===== src/rtl/sound_player_pkg.sv =====
// Shared definitions for the sound player: sound codes, FSM states and
// the elaboration-time helpers used to size the tone counters.
package sound_player_pkg;

   localparam logic [1:0] CODE_STOP = 2'b00;
   localparam logic [1:0] CODE_PONG = 2'b01;
   localparam logic [1:0] CODE_PING = 2'b10;
   localparam logic [1:0] CODE_GO   = 2'b11;

   typedef enum logic [1:0] {
      IDLE  = 2'b00,
      NOTE1 = 2'b01,
      NOTE2 = 2'b10
   } state_t;

   // Clamped to one cycle so an absurd tone request cannot yield a zero half period.
   function automatic int half_cycles(input int clk_hz, input int tone_hz);
      int h;
      h = clk_hz / (2 * tone_hz);
      return (h < 1) ? 1 : h;
   endfunction

   function automatic int max_int(input int a, input int b);
      return (a > b) ? a : b;
   endfunction

endpackage


===== src/rtl/sound_player_sync2.sv =====
// Two-flop synchroniser for one asynchronous input bit, cleared to 0 on reset.
module sync2 (
   input  logic clk,
   input  logic clr_n,
   input  logic d,
   output logic q
);

   logic meta;

   always_ff @(posedge clk or negedge clr_n) begin
      if (!clr_n) begin
         meta <= 1'b0;
         q    <= 1'b0;
      end else begin
         meta <= d;
         q    <= meta;
      end
   end

endmodule


===== src/rtl/sound_player.sv =====
// Buzzer sequencer: a change on the synchronised sound code starts (or aborts)
// a fixed-length square-wave note; the go code chains a second, higher note.
module sound_player
   import sound_player_pkg::*;
#(
   parameter int CLK_HZ  = 12_000_000,
   parameter int PING_HZ = 1000,
   parameter int PONG_HZ = 500,
   parameter int GO1_HZ  = 750,
   parameter int GO2_HZ  = 1500,
   parameter int DUR_CYC = 1_200_000
) (
   input  logic       clk,
   input  logic       clr_n,
   input  logic [1:0] code_sound,
   input  logic       mute,
   output logic       speaker,
   output logic       busy
);

   localparam int HALF_PING = half_cycles(CLK_HZ, PING_HZ);
   localparam int HALF_PONG = half_cycles(CLK_HZ, PONG_HZ);
   localparam int HALF_GO1  = half_cycles(CLK_HZ, GO1_HZ);
   localparam int HALF_GO2  = half_cycles(CLK_HZ, GO2_HZ);
   localparam int HALF_MAX  = max_int(max_int(HALF_PING, HALF_PONG), max_int(HALF_GO1, HALF_GO2));
   localparam int HALF_W    = $clog2(HALF_MAX) + 1;
   localparam int DUR_W     = $clog2(DUR_CYC) + 1;

   localparam logic [HALF_W-1:0] PING_LAST = HALF_W'(HALF_PING - 1);
   localparam logic [HALF_W-1:0] PONG_LAST = HALF_W'(HALF_PONG - 1);
   localparam logic [HALF_W-1:0] GO1_LAST  = HALF_W'(HALF_GO1 - 1);
   localparam logic [HALF_W-1:0] GO2_LAST  = HALF_W'(HALF_GO2 - 1);
   localparam logic [DUR_W-1:0]  DUR_LAST  = DUR_W'(DUR_CYC - 1);

   logic [1:0]        code_sync;
   logic [1:0]        prev_code;
   logic [1:0]        note_code;
   logic              mute_sync;
   logic              trigger;
   logic [HALF_W-1:0] trig_half_last;
   logic [HALF_W-1:0] half_last;
   logic [HALF_W-1:0] half_cnt;
   logic [DUR_W-1:0]  dur_cnt;
   logic              tone;
   state_t            state;

   for (genvar i = 0; i < 2; i++) begin : g_code_sync
      sync2 u_sync (.clk(clk), .clr_n(clr_n), .d(code_sound[i]), .q(code_sync[i]));
   end

   sync2 u_mute_sync (.clk(clk), .clr_n(clr_n), .d(mute), .q(mute_sync));

   assign trigger = (code_sync != prev_code);

   always_comb begin
      trig_half_last = GO1_LAST;
      case (code_sync)
         CODE_PONG: trig_half_last = PONG_LAST;
         CODE_PING: trig_half_last = PING_LAST;
         default:   trig_half_last = GO1_LAST;
      endcase
   end

   // Outputs are registered from the same next-state decisions as the state
   // itself, so busy and speaker rise on the very edge the note begins.
   always_ff @(posedge clk or negedge clr_n) begin
      if (!clr_n) begin
         state     <= IDLE;
         prev_code <= CODE_STOP;
         note_code <= CODE_STOP;
         half_last <= '0;
         half_cnt  <= '0;
         dur_cnt   <= '0;
         tone      <= 1'b0;
         speaker   <= 1'b0;
         busy      <= 1'b0;
      end else begin
         prev_code <= code_sync;
         if (trigger) begin
            dur_cnt  <= '0;
            half_cnt <= '0;
            if (code_sync == CODE_STOP) begin
               state   <= IDLE;
               tone    <= 1'b0;
               busy    <= 1'b0;
               speaker <= 1'b0;
            end else begin
               state     <= NOTE1;
               note_code <= code_sync;
               half_last <= trig_half_last;
               tone      <= 1'b1;
               busy      <= 1'b1;
               speaker   <= ~mute_sync;
            end
         end else if (state != IDLE) begin
            if (dur_cnt == DUR_LAST) begin
               dur_cnt  <= '0;
               half_cnt <= '0;
               if (state == NOTE1 && note_code == CODE_GO) begin
                  state     <= NOTE2;
                  half_last <= GO2_LAST;
                  tone      <= 1'b1;
                  busy      <= 1'b1;
                  speaker   <= ~mute_sync;
               end else begin
                  state   <= IDLE;
                  tone    <= 1'b0;
                  busy    <= 1'b0;
                  speaker <= 1'b0;
               end
            end else begin
               dur_cnt <= dur_cnt + DUR_W'(1);
               if (half_cnt == half_last) begin
                  half_cnt <= '0;
                  tone     <= ~tone;
                  speaker  <= ~tone & ~mute_sync;
               end else begin
                  half_cnt <= half_cnt + HALF_W'(1);
                  speaker  <= tone & ~mute_sync;
               end
            end
         end else begin
            busy    <= 1'b0;
            speaker <= 1'b0;
         end
      end
   end

endmodule


===== config.mk =====
export PLATFORM = sky130hd
export DESIGN_NAME = sound_player
export DESIGN_NICKNAME = d
export VERILOG_FILES = /design/src/rtl/sound_player_pkg.sv /design/src/rtl/sound_player_sync2.sv /design/src/rtl/sound_player.sv
export SDC_FILE = /design/constraint.sdc
export NUM_CORES = 1
export LEC_CHECK = 0
export CORE_MARGIN = 2
export CORE_UTILIZATION = 50
export DETAILED_ROUTE_END_ITERATION = 7
export GPL_TIMING_DRIVEN = 1
export PLACE_DENSITY = 0.73
export SLEW_MARGIN = 20
export SYNTH_ARGS = -nofsm -noshare
export SYNTH_HDL_FRONTEND = slang
export SYNTH_SLANG_ARGS = --single-unit

===== constraint.sdc =====
create_clock -name clk -period 2.3 [get_ports clk]
set_input_delay 0.23 -clock clk [delete_from_list [all_inputs] [get_ports clk]]
set_output_delay 0.23 -clock clk [all_outputs]
set_load 0.01 [all_outputs]

==> flow_summary.toml <==
[power_and_ir_drop]
swShare = 0.256
p_seq_frac = 0.464
intPower_uw = 1800
ir_drop_mv = 0.431
p_switching_uw = 619
p_leak_uw = 0.00145
power_density_mw_per_mm2 = 694
pwr-share-clk = 0.431
p_comb_frac = 0.105

[critical_path]
critPathRequiredTime_ps = 2550
path_max_fanout = 14
worstSetupStartpointType = "flop"
cp_num_cells = 6
crit_buf_inv = 0
crit_type = "flop to flop"
path_delay_family = "compound AO/OA/AOI/OAI gates"
r2r_cells = 6
crit_slowest_cell = "a21oi_4"
cp_cell_sequence = "ha_1, nand4_1, nor2_2, a31oi_2, a21oi_4, mux2i_1"
worstPathArrival_ps = 2360
max_stage_delay_ps = 420
end_kind = "flop"

[global_routing]
gr-total-overflow = 0
grt_antenna_before_repair = 0
grtUsageTotal = 0.213
grt_pass1_vias = 2215
grt_max_degree = 34
grt_pass1_wl_um = 10800

[timing]
worst_pin_slew_ps = 629
finalCriticalPeriod_ps = 2110
fin_crit_sh = 0.917
setup_viol = 0
max_slew_margin = 0.581
max_freq_mhz = 474
grt_setup_unrepaired = "no"
hold_slack_ps = 330
fin_setup_tns_ps = 0
slew_violations = 0
fin_skew_ps = 11.3
hold_viol_final = 0

[synthesis]
syn_area_mm2 = 0.00308
synth.ff_latch_count = 59
ys_seq_area_frac = 0.480
synth_warnings = 0
synth_edf_count = 0
avgSynthCellArea_um2 = 10.2
netlist_instances = 303
synth_cell_type_count = 59
syn_nets = 314
ys.flop_type = "dfrtp_1"
ys_async_sr_fraction = 1.00

[die]
dieArea_mm2 = 0.00680
coreArea_mm2 = 0.00592
die_h_um = 82.5
fp.dieW_um = 82.5
start_util = 0.520
num_io_pins = 7
rows = 28

[detailed_routing]
vias = 2376
wl_per_cell_um = 15.8
drt-initial-drc-count = 178
drc = 0
antenna_left = 0
wl_um = 6330
avgViaCountPerCell = 5.94
first_pass_iters = 4

[clock_tree]
post_cts_resized = 0
clock-root-buffer = "clkbuf_8"
htree_levels = 3
clockBufferDepth = 2
cts.sinks = 59
tritoncts = "done"
path_clk_slew_ps = 70
numCtsBuffers = 9
clk_latency_ps = 340

[placement]
place_area_mm2 = 0.00325
hpwlAfterDp_um = 4490
port_buffers = 6
gp_congestion = 0.874

[run]
maxCapViolations = 0

[min_path]
whs_path_depth = 1
worstHoldPathType = "input port to flop"

[finish]
diodes = 0
final_nets = 331
area_delta_synth_final_pct = 13.0
stdcell_area_mm2 = 0.00348
drive_above_1_share = 0.132

[run_status]
status = "finished, final reports clean"
==> cells in the mapped netlist (2+ instances only) <==
cell type  count  area, µm²
a21o_1         3       22.5
nor3_1        11       55.1
dfrtp_1       59       1480
nor2b_1        2       12.5
nand2_1       29        109
nand4_1        8       50.1
a22o_1         4       35.0
clkbuf_1       3       11.3
mux2i_1        3       30.0
xnor2_1       11       96.3
and3_1         7       43.8
buf_2          2       10.0
o21ai_0        9       45.0
and2_1         2       12.5
a31oi_1        7       43.8
nand4_2        2       25.0
nand2b_1       3       18.8
o211ai_1       4       30.0
a21oi_1       18       90.1
and4bb_2       2       25.0
buf_6          3       33.8
nor4_1         5       31.3
nand3_1       19       95.1
nor2_2         2       12.5
inv_1          5       18.8
or3_1          6       37.5
a211oi_1       2       15.0
nor2_1        21       78.8
or4_1          5       37.5
ha_1           6       75.1
and4_1         3       26.3
xor2_1        10       87.6
==> metrics by stage <==
stage           util  cells  total power [µW]  setup slack (ps)
3_5_place_dp   0.549    383              1390               232
3_3_place_gp   0.549    383              1390               302
6_report       0.587    400              2410               191
5_1_grt        0.587    400              2520              43.7
2_1_floorplan      -    303              1300               492
4_1_cts        0.587    400              2440               194
==> path summary, 6_finish.rpt <==
check | slack [ps] | end | startpoint
setup / recovery | 190 | tone | dur_cnt[0]
hold / removal | 330 | g_code_sync[1].u_sync.meta | code_sound[1]
setup reg to reg | 190 | tone | dur_cnt[0]
hold reg to reg | 350 | g_code_sync[0].u_sync.q | g_code_sync[0].u_sync.meta
max in group asynchronous | 1270 | dur_cnt[20] | clr_n
min in group asynchronous | 440 | half_cnt[14] | clr_n
==> cells in the final DEF, fill, tap and decap left out, types with 6 or more instances in the layout <==
cell type  netlist  routed
o21ai_0          9       9
clkbuf_8         0       9
nor2_1          21      21
ha_1             6       6
nand3_1         19      19
and3_1           7       7
nand2_1         29      29
a31oi_1          7       7
buf_4            1       8
or3_1            6       6
nand4_1          8       8
dfrtp_1         59      59
nor3_1          11      11
a21oi_1         18      18
xnor2_1         11      11
xor2_1          10      10
==> cell families after synthesis <==
family	share of synthesized area
AOI/OAI and AO/OA	0.145
xor gates and xnor gates	0.0598
muxes	0.00976
and+or+nand+nor	0.254
buffers and inverters	0.0280
DFF	0.480
adders and majority gates	0.0244
==> routing by layer <==
layer | track usage | vias up | routed length, µm
met1 | 0.315 | 1181 | 3100
li1 | - | 1148 | -
met4 | 0.0800 | 0 | 61
met2 | 0.301 | 40 | 2910
met5 | 0 | - | 0
met3 | 0.0511 | 7 | 258
==> sequential cells by signal (all words and copies together), names as in the netlist <==
name and flops:
g_code_sync.u_sync.q 2, half_cnt 15, note_code 2, speaker 1, half_last 7, tone 1, state 2, g_code_sync.u_sync.meta 2
dur_cnt 22, busy 1, u_mute_sync.q 1, prev_code 2, u_mute_sync.meta 1
==> layout make-up <==
class / count / area [µm²]
clock buffers: 10 / 128
clock inverters: 6 / 90.1
fillers: 503 / 2440
inverters: 5 / 18.8
multi-input cells: 229 / 1530
flip-flops and latches: 59 / 1480
well taps: 75 / 93.8
repair buffers: 16 / 145
==> what timing repair did <==
item | CTS | global route
hold endpoints to repair | 26 | 0
buffers inserted | 0 | 0
hold buffers | 1 | 0
==> power by group through the flow <==
stage | registers [µW] | clock network [µW] | logic [µW]
final | 1120 | 1040 | 254
after global routing | 1130 | 1110 | 283
after CTS | 1120 | 1070 | 256
after detailed placement | 1140 | 0 | 254
after global placement | 1140 | 0 | 250
after floorplan | 1130 | 0 | 168
==> worst reg2reg max path, delay by kind of cell, from the launching register on <==
kind            cells  cell delay, ps
mux                 1             240
simple gates        2             510
fa+ha+maj           1             230
compound gates      2             640
flops               1             400
No activity file was read; power rests on OpenSTA's default activity.
